[src/rtl/axi_mm2s_rd_slave.sv]
// AXI4 read-only responder for the DMA MM2S port: returns an address-derived
// XOR pattern with one active and one pending burst and RLAST framing.
module axi_mm2s_rd_slave #(
  parameter logic [31:0] PATTERN_SEED = 32'h5A5A_5A5A,
  parameter logic [31:0] MEM_BASE     = 32'h0000_0000,
  parameter logic [31:0] MEM_SIZE     = 32'h0001_0000,
  parameter int unsigned STALL_EVERY  = 0
) (
  input  logic        S_AXI_ACLK,
  input  logic        S_AXI_ARESETN,
  input  logic [31:0] S_AXI_ARADDR,
  input  logic [1:0]  S_AXI_ARBURST,
  input  logic [7:0]  S_AXI_ARLEN,
  input  logic [2:0]  S_AXI_ARSIZE,
  input  logic [3:0]  S_AXI_ARCACHE,
  input  logic [2:0]  S_AXI_ARPROT,
  input  logic        S_AXI_ARVALID,
  output logic        S_AXI_ARREADY,
  output logic [31:0] S_AXI_RDATA,
  output logic [1:0]  S_AXI_RRESP,
  output logic        S_AXI_RLAST,
  output logic        S_AXI_RVALID,
  input  logic        S_AXI_RREADY,
  input  logic        CLR_STATS,
  output logic [15:0] BURST_CNT,
  output logic        ERR_FLAG
);

  typedef enum logic {IDLE, BURST} state_t;

  localparam logic [1:0] RESP_OKAY = 2'b00;
  localparam logic [1:0] RESP_SLV  = 2'b10;
  localparam logic [1:0] RESP_DEC  = 2'b11;

  typedef struct packed {
    logic [29:0] waddr;
    logic [7:0]  len;
    logic        fixed;
    logic [1:0]  resp;
  } burst_t;

  state_t      state_q, state_d;
  burst_t      act_q, act_d, pend_q, pend_d, ar_req;
  logic        pend_vld_q, pend_vld_d;
  logic [7:0]  beat_q, beat_d;
  logic [31:0] stall_q, stall_d;
  logic        rvalid_q, rvalid_d;
  logic        arready_q;
  logic [15:0] cnt_q, cnt_d;
  logic        err_q, err_d;
  logic        ar_hs, xfer, last_beat;
  logic [31:0] ar_off;
  logic        unused;

  assign unused    = ^{S_AXI_ARCACHE, S_AXI_ARPROT};
  assign ar_hs     = S_AXI_ARVALID & arready_q;
  assign xfer      = rvalid_q & S_AXI_RREADY;
  assign last_beat = (beat_q == act_q.len);

  // Offset compare wraps addresses below MEM_BASE to large values, so one test covers both bounds.
  always_comb begin
    ar_off       = S_AXI_ARADDR - MEM_BASE;
    ar_req.waddr = S_AXI_ARADDR[31:2];
    ar_req.len   = S_AXI_ARLEN;
    ar_req.fixed = (S_AXI_ARBURST == 2'b00);
    if (S_AXI_ARSIZE != 3'b010 || S_AXI_ARBURST[1])
      ar_req.resp = RESP_SLV;
    else if (ar_off >= MEM_SIZE)
      ar_req.resp = RESP_DEC;
    else
      ar_req.resp = RESP_OKAY;
  end

  always_ff @(posedge S_AXI_ACLK or negedge S_AXI_ARESETN) begin
    if (!S_AXI_ARESETN) begin
      state_q    <= IDLE;
      act_q      <= '0;
      pend_q     <= '0;
      pend_vld_q <= 1'b0;
      beat_q     <= '0;
      stall_q    <= '0;
      rvalid_q   <= 1'b0;
      arready_q  <= 1'b0;
      cnt_q      <= '0;
      err_q      <= 1'b0;
    end else begin
      state_q    <= state_d;
      act_q      <= act_d;
      pend_q     <= pend_d;
      pend_vld_q <= pend_vld_d;
      beat_q     <= beat_d;
      stall_q    <= stall_d;
      rvalid_q   <= rvalid_d;
      arready_q  <= !pend_vld_d;
      cnt_q      <= cnt_d;
      err_q      <= err_d;
    end
  end

  always_comb begin
    state_d    = state_q;
    act_d      = act_q;
    pend_d     = pend_q;
    pend_vld_d = pend_vld_q;
    beat_d     = beat_q;
    stall_d    = stall_q;
    rvalid_d   = rvalid_q;
    unique case (state_q)
      IDLE: begin
        if (ar_hs) begin
          state_d  = BURST;
          act_d    = ar_req;
          beat_d   = '0;
          stall_d  = '0;
          rvalid_d = 1'b1;
        end
      end
      BURST: begin
        if (!rvalid_q) begin
          rvalid_d = 1'b1;
        end else if (xfer && last_beat) begin
          beat_d  = '0;
          stall_d = '0;
          if (pend_vld_q) begin
            act_d      = pend_q;
            pend_vld_d = 1'b0;
          end else if (ar_hs) begin
            act_d = ar_req;
          end else begin
            state_d  = IDLE;
            rvalid_d = 1'b0;
          end
        end else if (xfer) begin
          beat_d = beat_q + 8'd1;
          if (!act_q.fixed)
            act_d.waddr = act_q.waddr + 30'd1;
          if (STALL_EVERY != 0 && stall_q + 32'd1 == STALL_EVERY) begin
            stall_d  = '0;
            rvalid_d = 1'b0;
          end else begin
            stall_d = stall_q + 32'd1;
          end
        end
        // An AR arriving on the final beat with no pending entry was loaded straight into active above.
        if (ar_hs && !(xfer && last_beat)) begin
          pend_d     = ar_req;
          pend_vld_d = 1'b1;
        end
      end
    endcase
  end

  always_comb begin
    cnt_d = cnt_q;
    err_d = err_q;
    if (CLR_STATS) begin
      cnt_d = '0;
      err_d = 1'b0;
    end else begin
      if (xfer && last_beat)
        cnt_d = cnt_q + 16'd1;
      if (xfer && act_q.resp != RESP_OKAY)
        err_d = 1'b1;
    end
  end

  always_comb begin
    S_AXI_ARREADY = arready_q;
    S_AXI_RVALID  = rvalid_q;
    S_AXI_RLAST   = rvalid_q & last_beat;
    S_AXI_RRESP   = rvalid_q ? act_q.resp : RESP_OKAY;
    S_AXI_RDATA   = (rvalid_q && act_q.resp == RESP_OKAY) ?
                    ({act_q.waddr, 2'b00} ^ PATTERN_SEED) : '0;
    BURST_CNT     = cnt_q;
    ERR_FLAG      = err_q;
  end

endmodule

[config.mk]
export PLATFORM = sky130hd
export DESIGN_NAME = axi_mm2s_rd_slave
export DESIGN_NICKNAME = d
export VERILOG_FILES = /design/src/rtl/axi_mm2s_rd_slave.sv
export SDC_FILE = /design/constraint.sdc
export NUM_CORES = 1
export LEC_CHECK = 0
export CAP_MARGIN = 20
export CORE_ASPECT_RATIO = 1.2
export CORE_UTILIZATION = 50
export CTS_BUF_LIST = sky130_fd_sc_hd__clkbuf_8
export DETAILED_ROUTE_END_ITERATION = 6
export PLACE_DENSITY = 0.83
export SETUP_SLACK_MARGIN = 0.2
export SLEW_MARGIN = 20
export SYNTH_ARGS = -nofsm -noshare
export SYNTH_HDL_FRONTEND = slang
export SYNTH_SLANG_ARGS = --single-unit
export TNS_END_PERCENT = 20
[constraint.sdc]
create_clock -name S_AXI_ACLK -period 1.9 [get_ports S_AXI_ACLK]
set_input_delay 0.38 -clock S_AXI_ACLK [delete_from_list [all_inputs] [get_ports S_AXI_ACLK]]
set_output_delay 0.38 -clock S_AXI_ACLK [all_outputs]
set_load 0.03 [all_outputs]
# Word-level counts from Yosys, hierarchy flattened
# Index checks and enable logic that the tools add are counted.
totals:
  wordCells: 79
  out_inout_bits: 54
  ff_bits: 111
  inputBits: 57
op_classes:
  muxes: 32
  eq_ne: 7
  bitwise_logic: 5
  n_reduce_logical: 16
  order_cmp: 1
  add_sub_neg: 3
op_table:
  columns: ["op", "n"]
  rows:
  - ["41-bit two-way mux", 3]
  - ["30-bit two-way mux", 3]
  - ["41-bit one-hot mux with 2 select lines", 1]
  - ["32-bit by 17-bit >= comparator with 1-bit output (second input constant)", 1]
  - ["16-bit two-way mux", 2]
  - ["32-bit two-way mux", 1]
  - ["8-bit two-way mux", 4]
  - ["30-bit by 1-bit adder with 30-bit output (second input constant)", 1]
  - ["16-bit by 1-bit adder with 16-bit output (second input constant)", 1]
  - ["16-bit NOT", 1]
  - ["8-bit one-hot mux with 2 select lines", 1]
  - ["1-bit two-way mux", 11]
  - ["11-bit two-way mux", 1]
  - ["8-bit by 1-bit adder with 8-bit output (second input constant)", 1]
  - ["8-bit equality test", 1]
  - ["2-bit two-way mux", 3]
  - ["3-bit by 2-bit != test with 1-bit output (second input constant)", 2]
  - ["3-bit AND reduction", 2]
  - ["2-bit nonzero test", 3]
  - ["1-bit logical AND", 4]
  - ["2-bit logical NOT", 2]
  - ["2-bit by 1-bit != test with 1-bit output (second input constant)", 2]
  - ["1-bit one-hot mux with 2 select lines", 2]
  - ["2-bit AND reduction", 2]
  - ["other kinds (6)", 9]

# Longest topological paths before layout
# Gate-level depths: netlist of run 1.
depth:
  ltp_word: 8
  ltp_mapped: 8

# Least setup slack after synthesis of run 1
# OpenSTA, ideal clock, no wires.
synth_path:
  kind: "flip-flop to flip-flop"
  from: "register beat_q[0]"
  to: "register pend_q[10] (netlist bit)"
  setup_ps: 125
  path_stages_with_launch: 7
  period_less_slack_ps: 1894
  t_arrival_ps: 1769
  path_slack_ps: 6
  cell_sequence: "dfrtp_1 > xnor2_1 > and4_1 > nand3_2 > nand3_1 > buf_2 > mux2_2"
synth_between:
  elab_chain_len: 5
synth_rtl:
  columns: ["item", "line", "rtl"]
  rows:
  - ["start, declared", "45", "logic [7:0] beat_q, beat_d;"]
  - ["start signal, assigned", "91", "beat_q <= beat_d;"]
  - ["8-bit equality test", "58", "assign last_beat = (beat_q == act_q.len);"]
  - ["1-bit logical AND", "145", "if (ar_hs && !(xfer && last_beat)) begin"]
  - ["1-bit logical NOT", "145", null]
  - ["1-bit logical AND", "145", null]
  - ["2-bit AND reduction (no source line)", null, null]
  - ["end signal, assigned", "89", "pend_q <= pend_d;"]
  - ["end, declared", "43", "burst_t act_q, act_d, pend_q, pend_d, ar_req;"]
# Every way passes these cells.
# A chain may end at the register's enable or synchronous reset.

# Worst setup path in the final report of run 1
layout_path:
  from: "register beat_q[4]"
  to: "register act_q[40] (netlist bit)"
layout_between:
  elab_chain_len: 5
  elab_cells_between_ends: 8
  classes_between: "eq/ne: 3; mux: 3; reduce/logical: 2"
layout_rtl:
  columns: ["item", "line", "rtl"]
  rows:
  - ["8-bit equality test *", "58", null]
  - ["1-bit logical AND *", "121", "end else if (xfer && last_beat) begin"]
  - ["30-bit two-way mux", "121", null]
  - ["41-bit two-way mux", "119", "if (!rvalid_q) begin"]
  - ["41-bit one-hot mux with 2 select lines", "108", "unique case (state_q)"]
  - ["end signal, assigned", "88", "act_q <= act_d;"]
  - ["end, declared", "43", null]
# Every way passes the cells marked *; elsewhere a longest branch is shown, timed or not. The select of a mux whose other input is x is not followed.

==> metrics.md, run 1 <==
| Metric | Value |
|---|---|
| Post-Route Setup TNS | `-7.86 ns` |
| Synth Area in Simple Gates | `0.224` |
| Area fraction of the dominant cell type after synthesis | `0.445` |
| Distinct cell type count after synthesis | `65` |
| Met2 WL | `11900 um` |
| Synth top cells by count | `dfrtp_1, nand2_1, nor2_1` |
| Slowest-stage cell, CP | `dfrtp_1` |
| Grt ovf | `0` |
| Seq cells post-synth | `111` |
| Worst-Skew Late Latency | `0.40 ns` |
| Mapped Cells | `673` |
| PwrDens | `1200 nW/um2` |
| Gpl congestion | `0.907` |
| Worst-path clk slew | `0.12 ns` |
| Crit. Startpoint | `beat_q[4]$_DFFE_PN0P_` |
| CTS tree | `built` |
| Starting density of the core | `0.515` |
| DR iter-0 viols | `669` |
| Antenna Nets Post-Route | `0` |
| Tmin final | `2.14 ns` |
| Fmax | `468 MHz` |
| Worst reg2reg path depth | `8` |
| Routed wl met3 | `1810 um` |
| Clk_skew | `0.0167 ns` |
| Die Footprint | `12900 um2` |
| Total of max-cap violations | `0` |
| First-pass DRT Iterations | `6` |
| # DRC | `0` |
| Fin nets | `970` |
| Critical Path Most Common Cell | `buf_4` |
| Hold Path Class | `reg -> reg` |
| Post-place instance area | `8370 um2` |
| Hold Vio Cnt, Final | `0` |
| Drt via density | `6.42` |
| Clock Power Share | `0.133` |
| Detailed Route WL | `23800 um` |
| Sink Count | `111` |
| Synth Area in Compound Gates | `0.156` |
| Largest family of logic cells by synthesized area | `simple AND/OR/NAND/NOR gates` |
| Via count | `6905` |
| Metal-1 WL | `8970 um` |
| Core area | `12100 um2` |
| NetSw | `4.74 mW` |
| Failing checks | `setup timing` |
| First-pass GRT wire length | `33100 um` |
| Internal | `6.92 mW` |
| Worst r2r dst | `act_q[40]$_DFFE_PN0P_` |
| Slew @ Worst Pin | `0.651 ns` |
| Share of power burned in combinational logic | `0.517` |
| WL/cell | `22.1 um` |
| Crit path buffers/inverters | `3` |
| H-tree depth | `3` |
| Max IR drop VDD | `0.601 mV` |
| Sequential area share after synthesis | `0.445` |
| Cell taking the most area after synthesis | `dfrtp_1` |
| Multiplexer share of the synthesized area | `0.0882` |
| R2r setup slk | `-0.24 ns` |
| Cell family with most CP delay | `compound AO/OA/AOI/OAI gates` |
| Synthesized area per cell | `9.28 um2` |
| Outcome | `finished, violations left` |
| Reg-to-Reg Start | `beat_q[4]$_DFFE_PN0P_` |
| Placement Setup Slack | `-0.474 ns` |
| Ys Warns | `0` |
| Hold Crit Depth | `2` |
| CP startpoint kind | `flip-flop` |
| Crit Path Class | `reg -> reg` |
| Num CTS Buffers | `9` |
| Max Root-Sink Buffers | `2` |
| Uppermost layer routed | `met4` |
| Die height | `124 um` |
| Netlist Area Pre-Place | `6240 um2` |
| Arr. time, crit path | `2.40 ns` |
| CP peak stage delay | `0.44 ns` |
| Largest net degree at the start of global routing | `39` |
| RSZ-0062 raised after global routing | `true` |
| Layout cell share with drive strength beyond 1 | `0.408` |
| # diodes | `0` |
| Worst setup margin | `-0.237 ns` |
| Crit path max fanout | `3` |
| Detailed Place HPWL | `14500 um` |
| P&R area growth vs syn | `56.3%` |
| Rel. slew slack | `0.565` |
| WP data required | `2.16 ns` |
| Vias in the first global route | `6429` |
| WP depth | `8` |
| Final instance area | `9750 um2` |
| Max-slew violations | `0` |
| Hold worst-path end | `pend_q[0]$_DFFE_PN0P_` |
| Initial antenna violation count | `0` |
| Final setup vio count | `119` |
| Endpoint type of the worst setup path | `flip-flop` |
| Total GRT Usage | `0.324` |
| Top post-synthesis cells by area | `dfrtp_1, mux2_2, nand2_1, nor2_1, and3_1` |
| Row Count | `44` |
| Switching part of the total power | `0.406` |
| Async SR Flop Fraction | `1.00` |
| Seq pwr share | `0.350` |
| Syn nets | `733` |
| Count leader, synth | `dfrtp_1` |
| Crit path cell chain | `xnor2_2, and4_4, buf_6, buf_4, a2111oi_1, buf_4, o311ai_1, o211ai_2` |
| IO Count | `111` |
| Post-synth top flop | `dfrtp_1` |
| Period utilisation layout | `1.12` |
| Root buffer cell | `clkbuf_8` |
| HP Start | `pend_q[0]$_DFFE_PN0P_` |
| XOR/XNOR share of the synthesized area | `0.0463` |
| DIE WIDTH | `104 um` |
| I/O Buffers | `100` |
| Synth Area in Adders | `0.00601` |
| Pleak | `4.47 nW` |
| Post-synth EDFFs | `0` |
==> metal layers <==
metal | GRT usage | vias to the layer above
met3 | 0.0497 | 106
met4 | 0.129 | 0
li1 | - | 2934
met5 | 0 | -
met2 | 0.561 | 455
met1 | 0.403 | 3410
==> how the worst max path moves through the flow <==
stage / endpoint / slack (ns)
floorplan: act_q[34]$_DFFE_PN0P_ / 0.07
global placement: act_q[34]$_DFFE_PN0P_ / -0.38
detailed placement: act_q[11]$_DFFE_PN0P_ / -0.47
CTS: S_AXI_RLAST / -0.15
global route: BURST_CNT[4]$_DFFE_PN0P_ / -0.33
finish: act_q[40]$_DFFE_PN0P_ / -0.24
==> state kept, by name, indices dropped and copies added (netlist names) <==
register       cells
state_q            1
beat_q             8
ERR_FLAG           1
pend_vld_q         1
S_AXI_RVALID       1
S_AXI_ARREADY      1
act_q             41
pend_q            41
BURST_CNT         16
==> area by class of cell <==
class / count / area, um2
Multi-Input combinational cell: 513 / 3960
Clock buffer: 9 / 124
Inverter: 6 / 22.5
Tap cell: 161 / 201
Sequential cell: 111 / 2780
Fill cell: 673 / 2360
Timing Repair Buffer: 269 / 2570
Clock inverter: 7 / 86.3
==> timing repair <==
action                                  in CTS  in global routing
setup buffers                               10                 12
endpoints found under the setup margin     160                145
hold buffers                                 1                  0
gates resized for setup                    158                113
cloned                                       1                  4
pin swaps                                   35                 46
endpoints found under the hold margin       33                  0
==> power by group through the flow <==
stage | Sequential [mW] | Combinational, mW | Clock (mW)
floorplan | 3.91 | 2.54 | 0
global placement | 3.93 | 4.49 | 0
detailed placement | 3.96 | 4.62 | 0
CTS | 3.96 | 5.15 | 1.57
global route | 4.17 | 6.35 | 1.66
finish | 4.08 | 6.02 | 1.56
==> cells in the final DEF, fill, tap and decap left out, types with 14 or more instances in the layout <==
cell type        instances
o21ai_0                 14
o21ai_1                 14
buf_4                  137
nand2_1                 74
nor2_1                  41
dfrtp_1                108
mux2_4                  36
and3_1                  27
nor2_4                  20
nand4_1                 19
a21oi_1                 26
buf_6                   47
clkdlybuf4s50_1         46
nand3_1                 27
dlygate4sd2_1           18
==> kinds of logic after synthesis <==
family	count (synthesis)
flip-flops	111
multiplexers	50
XOR/XNOR	33
adder cells (fa/ha/maj)	3
AND/OR/NAND/NOR	282
other	1
buffers and inverters	49
AO/OA/AOI/OAI	144
==> stage by stage <==
step / util / hold slack (ns) / total power [mW] / instances
floorplan: - / 0.0844 / 6.45 / 673
global placement: 0.691 / 0.394 / 8.42 / 1032
detailed placement: 0.691 / 0.404 / 8.59 / 1032
CTS: 0.752 / 0.493 / 10.7 / 1060
global route: 0.805 / 0.536 / 12.2 / 1076
finish: 0.805 / 0.493 / 11.7 / 1076
==> tightest hold or removal path, cell delays in order, from the launching register on <==
cell	delay, ns
dfrtp_1	0.36
nand2_1	0.04
o21ai_0	0.06
(Power assumes the default switching activity.)
==> inputs of run 2 (changes only) <==
Settings changed: CORE_UTILIZATION 50 to 45, CTS_CLUSTER_DIAMETER set to 120, PLACE_DENSITY 0.83 to 0.69.
==> metrics.md, run 2 (synthesized netlist as in run 1, its figures left out) <==
| Metric | Value |
|---|---|
| Starting density of the core | `0.467` |
| P&R area growth vs syn | `50.8%` |
| Final setup vio count | `102` |
| Num CTS Buffers | `9` |
| First-pass GRT wire length | `32600 um` |
| Core area | `13400 um2` |
| Gpl congestion | `0.976` |
| Worst-Skew Late Latency | `0.40 ns` |
| Worst-path clk slew | `0.12 ns` |
| WL/cell | `19.7 um` |
| I/O Buffers | `100` |
| Drt via density | `6.01` |
| Core Util, Final | `0.705` |
| Seq. cell area | `2780 um2` |
| Max Root-Sink Buffers | `2` |
| Grt ovf | `0` |
| Period utilisation layout | `1.12` |
| DIE WIDTH | `110 um` |
| # diodes | `0` |
| Worst r2r dst | `act_q[25]$_DFFE_PN0P_` |
| Pleak | `4.10 nW` |
| First-pass DRT Iterations | `5` |
| Worst setup margin | `-0.225 ns` |
| Total of max-cap violations | `0` |
| Antenna Nets Post-Route | `0` |
| Slew @ Worst Pin | `0.469 ns` |
| Sink Count | `111` |
| IO Count | `111` |
| Vias in the first global route | `6418` |
| Failing checks | `setup timing` |
| Arr. time, crit path | `1.74 ns` |
| Detailed Place HPWL | `14600 um` |
| Fmax | `471 MHz` |
| Reg-to-Reg Start | `act_q[8]$_DFFE_PN0P_` |
| WP data required | `1.52 ns` |
| Largest net degree at the start of global routing | `36` |
| # DRC | `0` |
| Root buffer cell | `clkbuf_8` |
| Die Footprint | `14300 um2` |
| Outcome | `finished, violations left` |
| Die height | `131 um` |
| DR iter-0 viols | `570` |
| Multi-input logic area | `3800 um2` |
| Max IR drop VDD | `0.683 mV` |
| Fin nets | `963` |
| Via count | `6465` |
| Most frequent cells in the layout | `buf_4, dfrtp_1, nand2_1` |
| Clk_skew | `0.0119 ns` |
| Row Count | `46` |
| Worst reg2reg path depth | `8` |
| Hold Vio Cnt, Final | `0` |
| Detailed Route WL | `21100 um` |
| Layout cell share with drive strength beyond 1 | `0.400` |
| Crit path max fanout | `2` |
| Rel. slew slack | `0.679` |
| Endpoint type of the worst setup path | `output port` |
| Most common cell after layout, fill and taps aside | `buf_4` |
| Fillers | `966` |
| Tot Pwr | `11.0 mW` |
| Initial antenna violation count | `0` |
| RSZ-0062 raised after global routing | `true` |
| CP startpoint kind | `flip-flop` |
| Max-slew violations | `0` |
| H-tree depth | `3` |
| PwrDens | `1170 nW/um2` |
| CTS tree | `built` |
| Hold Path Class | `in -> async` |
| Total GRT Usage | `0.296` |
| Crit Path Class | `reg -> out` |
| Tmin final | `2.12 ns` |
| R2r setup slk | `-0.21 ns` |
## run 2: layout make-up
type | instances | share of cell area
flip-flops and latches | 111 | 0.296
multi-input cells | 513 | 0.403
clock buffers | 9 | 0.0132
clock inverters | 7 | 0.00611
inverters | 6 | 0.00239
well taps | 168 | 0.0223
repair buffers | 262 | 0.257
## run 2: critical path, stage by stage (launching register included)
cell and delay (ns):
dfrtp_1 0.44, xnor2_2 0.23, and4_4 0.28, buf_6 0.10
and3_4 0.17, buf_6 0.12
## run 2: worst max-delay path by stage
stage                                startpoint                     to  slack, ns  depth (start not counted)
final                      act_q[8]$_DFFE_PN0P_            S_AXI_RLAST      -0.22                          5
after global routing       act_q[8]$_DFFE_PN0P_  act_q[11]$_DFFE_PN0P_      -0.29                          8
after CTS                 beat_q[7]$_DFFE_PN0P_            S_AXI_RLAST      -0.18                          5
after detailed placement           S_AXI_RREADY  act_q[24]$_DFFE_PN0P_      -0.44                          8
after global placement             S_AXI_RREADY  act_q[38]$_DFFE_PN0P_      -0.38                          7
after floorplan           act_q[23]$_DFFE_PN0P_  act_q[34]$_DFFE_PN0P_       0.07                          7
## run 2: power breakdown
part	internal, mW	leakage [nW]	switching (mW)
Sequential	3.27	1.34	0.825
Clock	0.497	0.0935	0.897
Combinational	2.72	2.67	2.82
## run 2: routing by layer
| layer | GRT usage | vias to the layer above | routed length [um] |
|---|---|---|---|
| li1 | - | 2932 | - |
| met1 | 0.374 | 3180 | 8570 |
| met2 | 0.502 | 296 | 10500 |
| met3 | 0.0461 | 57 | 1310 |
| met4 | 0.130 | 0 | 752 |
| met5 | 0 | - | 0 |
## run 2: timing repair
item                                    in CTS  in global routing
gates cloned                                 1                  4
pin swaps                                   40                 31
resized for setup                          154                 65
endpoints found under the hold margin       30                  0
endpoints found under the setup margin     161                147
hold buffers                                 1                  0
setup buffers                               12                 10
## run 2: metrics by stage
stage                     hold WS (ns)  setup WS, ns  area, um2  instances  TNS, ns
after floorplan                 0.0844        0.0658       6270        673        0
after global placement           0.372        -0.380       8310       1032   -24.69
after detailed placement         0.383        -0.437       8310       1032   -27.88
after CTS                        0.493        -0.179       9010       1062    -2.61
after global routing             0.519        -0.289       9410       1076   -18.49
final                            0.484        -0.225       9410       1076   -11.78
